<file path="config.mk">
export PLATFORM = sky130hd
export DESIGN_NAME = csr_port_arb
export DESIGN_NICKNAME = d
export VERILOG_FILES = /design/src/rtl/csr_port_arb_pkg.sv /design/src/rtl/csr_arb_starve_cnt.sv /design/src/rtl/csr_port_arb.sv
export SDC_FILE = /design/constraint.sdc
export NUM_CORES = 1
export LEC_CHECK = 0
export BUFFER_PORTS_ARGS = -buffer_cell sky130_fd_sc_hd__buf_2
export CAP_MARGIN = 20
export CORE_MARGIN = 8
export CORE_UTILIZATION = 30
export CTS_BUF_LIST = sky130_fd_sc_hd__clkbuf_2
export DETAILED_ROUTE_END_ITERATION = 10
export PLACE_DENSITY = 0.66
export REMOVE_ABC_BUFFERS = 1
export SLEW_MARGIN = 10
export SYNTH_ARGS = -nofsm -noshare
export SYNTH_HDL_FRONTEND = slang
export SYNTH_SLANG_ARGS = --single-unit
</file>
<file path="constraint.sdc">
create_clock -name clk -period 5.15 [get_ports clk]
set_clock_uncertainty 0.05 [all_clocks]
set_input_delay 0.2575 -clock clk [delete_from_list [all_inputs] [get_ports clk]]
set_output_delay 0.2575 -clock clk [all_outputs]
set_load 0.02 [all_outputs]
</file>
<file path="src/rtl/csr_port_arb_pkg.sv">
// Shared definitions for the CSR port arbiter: FSM encoding, CSR funct3
// opcodes and the CSR addresses the arbiter and its bench refer to.
package csr_port_arb_pkg;

  typedef enum logic [1:0] {
    ST_IDLE = 2'd0,
    ST_PEND = 2'd1,
    ST_RESP = 2'd2
  } state_t;

  // funct3 encodings of the Zicsr instructions
  localparam logic [2:0] FNC_CSRRW  = 3'b001;
  localparam logic [2:0] FNC_CSRRS  = 3'b010;
  localparam logic [2:0] FNC_CSRRC  = 3'b011;
  localparam logic [2:0] FNC_CSRRWI = 3'b101;
  localparam logic [2:0] FNC_CSRRSI = 3'b110;
  localparam logic [2:0] FNC_CSRRCI = 3'b111;

  localparam logic [11:0] CSR_MSCRATCH = 12'h340;
  localparam logic [11:0] CSR_TOHOST   = 12'h51E;

endpackage

</file>
<file path="src/rtl/csr_arb_starve_cnt.sv">
// Starvation timer for the CSR port arbiter. It is a down-counter that is
// loaded with MAX on clr and steps down once per pipeline grant. When it
// reaches zero it stops there, and hit stays high until the next clr.
module csr_arb_starve_cnt #(
  parameter int unsigned MAX = 8
) (
  input  logic clk,
  input  logic rst,
  input  logic clr,
  input  logic inc,
  output logic hit
);

  localparam logic [7:0] MAX_C = 8'(MAX);

  logic [7:0] remain;

  // Load on clear, count down on each grant, and stop at the terminal count.
  always_ff @(posedge clk or posedge rst) begin
    if (rst) begin
      remain <= MAX_C;
    end else if (clr) begin
      remain <= MAX_C;
    end else if (inc && (remain != 8'd0)) begin
      remain <= remain - 8'd1;
    end
  end

  assign hit = (remain == 8'd0);

endmodule

</file>
<file path="src/rtl/csr_port_arb.sv">
// CSR port arbiter. It shares one CSR-file port between the EX-stage
// pipeline, which gets zero-latency pass-through, and a host/debug
// requester that uses valid/ready handshakes.
//
// Host accesses are slotted into cycles where the pipeline is idle.
// Optional macro CSR_ARB_STARVE_EN: when it is defined, a host request that
// has waited through HOST_TIMEOUT pipeline grants is forced onto the port.
// The forced access stalls the pipeline for one cycle.
//
// state | meaning
// IDLE  | ready to accept a host request
// PEND  | host request latched, waiting for a free (or forced) port slot
// RESP  | host response presented, waiting for h_rsp_ready
module csr_port_arb
  import csr_port_arb_pkg::*;
#(
  parameter int unsigned DWIDTH       = 32,
  parameter int unsigned AWIDTH       = 12,
  parameter int unsigned HOST_TIMEOUT = 8
) (
  input  logic              clk,
  input  logic              rst,
  input  logic              p_valid,
  input  logic              p_we,
  input  logic              p_rd,
  input  logic [AWIDTH-1:0] p_addr,
  input  logic [2:0]        p_func,
  input  logic [DWIDTH-1:0] p_wdata,
  output logic [DWIDTH-1:0] p_rdata,
  output logic              p_stall,
  input  logic              h_req_valid,
  output logic              h_req_ready,
  input  logic              h_we,
  input  logic [AWIDTH-1:0] h_addr,
  input  logic [DWIDTH-1:0] h_wdata,
  output logic              h_rsp_valid,
  input  logic              h_rsp_ready,
  output logic [DWIDTH-1:0] h_rdata,
  output logic              csr_we,
  output logic              csr_rd,
  output logic [AWIDTH-1:0] csr_addr,
  output logic [2:0]        csr_func,
  output logic [DWIDTH-1:0] csr_data_in,
  input  logic [DWIDTH-1:0] csr_data_out
);

  state_t              state, state_nxt;
  logic                hq_we;
  logic [AWIDTH-1:0]   hq_addr;
  logic [DWIDTH-1:0]   hq_wdata;
  logic                accept;
  logic                issue;
  logic                force_hit;

`ifdef CSR_ARB_STARVE_EN
  logic cnt_clr;
  logic cnt_inc;

  // Every pipeline grant made while the host waits in PEND counts toward the timeout.
  assign cnt_clr = accept;
  assign cnt_inc = (state == ST_PEND) && !issue;

  csr_arb_starve_cnt #(
    .MAX (HOST_TIMEOUT)
  ) u_starve_cnt (
    .clk (clk),
    .rst (rst),
    .clr (cnt_clr),
    .inc (cnt_inc),
    .hit (force_hit)
  );
`else
  localparam int unsigned timeout_unused = HOST_TIMEOUT;
  assign force_hit = 1'b0;
`endif

  // State register, host request latch and captured host read data.
  always_ff @(posedge clk or posedge rst) begin
    if (rst) begin
      state    <= ST_IDLE;
      hq_we    <= 1'b0;
      hq_addr  <= '0;
      hq_wdata <= '0;
      h_rdata  <= '0;
    end else begin
      state <= state_nxt;
      if (accept) begin
        hq_we    <= h_we;
        hq_addr  <= h_addr;
        hq_wdata <= h_wdata;
      end
      if (issue) begin
        h_rdata <= csr_data_out;
      end
    end
  end

  // Next-state logic. A host request never issues in the cycle it is accepted.
  always_comb begin
    state_nxt = state;
    accept    = 1'b0;
    issue     = 1'b0;
    case (state)
      ST_IDLE: begin
        if (h_req_valid) begin
          accept    = 1'b1;
          state_nxt = ST_PEND;
        end
      end
      ST_PEND: begin
        if (!p_valid || force_hit) begin
          issue     = 1'b1;
          state_nxt = ST_RESP;
        end
      end
      ST_RESP: begin
        if (h_rsp_ready) begin
          state_nxt = ST_IDLE;
        end
      end
      default: state_nxt = ST_IDLE;
    endcase
  end

  // CSR port mux: the host slot when issuing, otherwise gated pipeline pass-through.
  always_comb begin
    csr_we      = 1'b0;
    csr_rd      = 1'b0;
    csr_addr    = '0;
    csr_func    = 3'b000;
    csr_data_in = '0;
    p_stall     = 1'b0;
    p_rdata     = csr_data_out;
    if (rst) begin
      p_rdata = '0;
    end else if (issue) begin
      csr_we      = hq_we;
      csr_rd      = ~hq_we;
      csr_addr    = hq_addr;
      csr_func    = FNC_CSRRW;
      csr_data_in = hq_wdata;
      p_stall     = p_valid;
      p_rdata     = '0;
    end else if (p_valid) begin
      csr_we      = p_we;
      csr_rd      = p_rd;
      csr_addr    = p_addr;
      csr_func    = p_func;
      csr_data_in = p_wdata;
    end
  end

  assign h_req_ready = !rst && (state == ST_IDLE);
  assign h_rsp_valid = (state == ST_RESP);

endmodule

</file>
* After elaboration in Yosys (flattened, before gate mapping) *
Cells that the tools add are included.

operators by class
  reduce and logical (&&, ||, !) cells = 4
  equality and inequality tests = 5
  bitwise operators = 1
  multiplexer cells = 27

operator list
  cell                count
  $mux 32             5
  $mux 12             3
  $mux 1              12
  $mux 3              3
  $mux 2              3
  $pmux 2 s3          1
  $ne 2x2->1 const B  2
  $reduce_and 3->1    1
  $eq 2x1->1 const B  1
  $eq 2x2->1 const B  1
  $logic_not 2->1     1
  $ne 2x1->1 const B  1
  $logic_and 1x1->1   1
  $logic_not 1->1     1
  $not 1->1           1

storage, ports and cells
  logic and storage cells = 42
  output and inout bits = 116
  bits in registers = 79
  input port bits = 131

* Depth between registers and ports, before layout *
  depth after elaboration = 4
  mapped depth = 4
  depth with buffers taken out = 2

* Worst setup path after synthesis *
No wires, ideal clock.

  path kind = input to output
  start point = input rst
  end point = output p_rdata[22]
  arrival = 3.382 ns
  setup slack = 1.460 ns
  stages on the path = 3
  buffers on the path = 1
  required time = 4.843 ns
  cells stage by stage = inv_1 > clkbuf_1 > and3_1

on the way
  longest elaborated chain between the ends = 1

ends and longest elaborated chain
  item             line                 RTL
  start, declared  csr_port_arb.sv:22   input logic rst,
  $mux 32          csr_port_arb.sv:134  if (rst) begin
  end, declared    csr_port_arb.sv:29   output logic [DWIDTH-1:0] p_rdata,

No other way between the ends.

* Worst setup path in the final report *
  start point = register state[0]
  end point = output p_rdata[1]

on the way
  longest elaborated chain between the ends = 4

ends and longest elaborated chain
  item                    line                 RTL
  start, declared         csr_port_arb.sv:47   state_t state, state_nxt;
  start signal, assigned  csr_port_arb.sv:86   state <= state_nxt;
  $eq 2x1->1              csr_port_arb.sv:103  case (state)
  $mux 1                  csr_port_arb.sv:103
  $mux 32                 csr_port_arb.sv:136  end else if (issue) begin
  $mux 32                 csr_port_arb.sv:134

No other way between the ends.

==> impl_metrics.py <==
metrics = {
    "critical_path": {
        "cp-start-kind": "flop",
        "crit_path_end_kind": "output pin",
        "cp_slowest_stage_delay_ns": 0.96,
        "crit_chain": "or3b_2 -> buf_4 -> and3_1 -> buf_2",
        "rr_worst_depth": 4,
        "timing.rr.end": "hq_wdata[5]",
        "path_class": "flop to output pin",
        "crit_buf_inv": 2,
        "critical_path.top_delay_family": "flip-flops",
        "worstPathArrival_ns": 2.81,
        "path_max_fanout": 66,
        "slowest_stage": "dfrtp_2",
        "worstPathRequired_ns": 4.84,
        "r2r_start": "state[1]",
        "reg2reg_slack_ns": 2.71,
    },
    "timing": {
        "holdWs_ns": 0.131,
        "max-slew-margin-rel_pct": 36.1,
        "layout_min_cycle_time_ns": 3.12,
        "tightest_slew_ns": 0.958,
        "fin_ws_ns": 2.03,
        "tns_ns": 0,
        "grt_setup_unrepaired": "no",
        "max_freq_mhz": 321,
        "finalSetupViolations": 0,
        "fin_crit_sh_pct": 60.5,
        "hold_violations": 0,
        "drv_slew": 0,
    },
    "power_and_ir_drop": {
        "switching_share_pct": 38.2,
        "p_switching_mw": 0.974,
        "combPwrFrac_pct": 44.1,
        "leakagePower_nw": 3.22,
        "ir_worst_vdd_uv": 230,
        "internal_power_mw": 1.58,
        "p_seq_share_pct": 43.4,
        "p_clk_share_pct": 12.5,
        "powerDensity_nw_per_um2": 394,
    },
    "global_route": {
        "antenna_found_initial": 3,
        "grt_pass1_wl_mm": 23.1,
        "grt_max_degree": 73,
        "grt_use_total_pct": 15.8,
        "grt_pass1_vias": 4557,
        "grt_overflow": 0,
    },
    "synth": {
        "synth_cell_types": 22,
        "synth_top_cell_area_share_pct": 46.5,
        "synth_edf_count": 0,
        "yosysMostFrequentCell": "dfrtp_1",
        "ys_seq_elements": 79,
        "ys_warn_count": 0,
        "synthTopCellsByCount": "79 x dfrtp_1, 71 x mux2_2, 47 x a21oi_1, 47 x nand2_1, 45 x nand4bb_1",
        "avgSynthCellArea_um2": 11.2,
        "ys_async_sr_fraction_pct": 100,
        "yosys-top-cells-area": "dfrtp_1 46%, mux2_2 19%, nand4bb_1 12%",
        "ys.flop_type": "dfrtp_1",
        "synthesis.area_um2": 4250,
        "yosysTopAreaCell": "dfrtp_1",
        "yosysSeqAreaShare_pct": 46.5,
        "synthCells": 381,
    },
    "placement": {
        "dp_hpwl_mm": 9.65,
        "gp_congestion": 0.804,
        "dp_slack_ns": 2.60,
        "dp.cells": 772,
        "numPortBuffers": 245,
    },
    "routing": {
        "avgRoutedWirePerCell_um": 16.8,
        "dr.pass1.iters": 7,
        "vias_per_cell": 4.78,
        "drt_iter0_drc": 116,
        "detail-route-antenna-nets": 0,
        "vias": 4155,
        "wirelength_mm": 14.6,
        "drc": 0,
    },
    "floorplanning": {
        "dieArea_um2": 18200,
        "num_rows": 43,
        "dieWidth_um": 135,
        "core-area_um2": 13900,
        "fp.dieH_um": 135,
        "io_pins": 247,
        "start_util_pct": 30.6,
    },
    "cts": {
        "clock_latency_ns": 0.51,
        "root_buffer": "clkbuf_2",
        "clockBufferDepth": 2,
        "cts_made_buffers": 9,
        "cts_max_level": 3,
        "cts.sink_count": 79,
        "path_clk_slew_ns": 0.22,
        "cts_tree": "yes",
        "hold_buffers": 79,
        "post_cts_resized": 0,
        "cts_setup_buffers": 0,
    },
    "layout": {
        "final_nets": 813,
        "layout-drive-gt1-share_pct": 50.7,
        "area_delta_synth_final_pct": 52.4,
        "layout.cells.non_filler": 869,
        "fillCellCount": 1256,
    },
    "job": {
        "cap_violations": 0,
    },
    "worst_hold_path": {
        "hp-class": "input port to async pin",
    },
    "run_status": {
        "status": "complete, no violations",
    },
}
[cell families after synthesis]
| family | count (synthesis) | share of synthesized area, % |
|---|---|---|
| other cells | 1 | 0.0882 |
| flops | 79 | 46.5 |
| compound gates | 48 | 5.65 |
| simple gates | 132 | 22.0 |
| mux | 78 | 21.2 |
| buf+inv | 43 | 4.56 |
[state kept, by name, summed over array words and instances (netlist names)]
signal / cells
h_rdata: 32
hq_wdata: 32
state: 2
hq_addr: 12
hq_we: 1
[per-layer routing]
metal | global-route usage [%] | vias up | share of wire, %
met3 | 6.32 | 19 | 11
met5 | 0 | - | 0
met1 | 17.7 | 1959 | 40
met4 | 6.97 | 0 | 1.8
met2 | 25.9 | 206 | 48
li1 | - | 1971 | -
[worst register-to-register path, delay by kind of cell, from the launching register on]
kind | cells | cell delay (ns)
buffers and inverters | 2 | 0.90
flip-flops | 1 | 0.78
multiplexers | 1 | 0.42
AND/OR/NAND/NOR | 1 | 0.18
[layout make-up]
cell class	count	area, um2	share of cell area (%)
multi-input combinational	259	2090	32.2
timing repair buffer	331	2070	31.9
sequential	79	1980	30.5
tap	180	225	3.48
clock buffer	11	55.1	0.850
clock inverter	4	47.5	0.734
inverter	2	10.0	0.154
antenna	3	7.51	0.116
[layout by cell type (no fill, tap or decap)]
master,n
dfrtp_2,1
and3_1,34
dfrtp_1,78
nor3b_2,1
mux2_4,6
clkinv_2,2
dlygate4sd3_1,79
or3b_2,1
mux2_2,71
buf_2,245
nand4bb_1,45
conb_1,1
nor3_1,1
nand2_1,47
inv_4,1
nor2_1,1
inv_1,1
buf_4,7
or4b_1,1
diode_2,3
a21oi_1,47
clkinvlp_4,1
mux2i_1,1
clkbuf_2,11
o21ai_0,1
bufinv_16,1
nand2b_1,1
[how the worst max path moves through the flow]
stage	slack (ns)	start	cells after the start	to
after global placement	2.64	state[0]	4	p_rdata[28]
after global routing	1.78	state[1]	4	p_rdata[1]
after CTS	1.93	state[0]	4	p_rdata[28]
final	2.03	state[0]	4	p_rdata[1]
after floorplan	0.22	state[0]	2	hq_addr[0]
after detailed placement	2.60	state[0]	4	p_rdata[28]
[through the flow]
stage          instance area (um2)  util, %  power [mW]
6_report                      6480     46.7        2.55
5_1_grt                       6480     46.7        2.73
4_1_cts                       6470     46.6        2.59
3_5_place_dp                  5580     40.2        2.21
3_3_place_gp                  5580     40.2        2.17
2_1_floorplan                 4070        -        1.81
[power by group through the flow]
stage          Clock, mW  Combinational (mW)  Sequential, mW
3_5_place_dp           0                1.09            1.12
4_1_cts            0.343                1.13            1.11
5_1_grt            0.365                1.22            1.15
6_report           0.319                1.13            1.11
2_1_floorplan          0               0.567            1.24
3_3_place_gp           0                1.06            1.10
(Power assumes the default switching activity.)
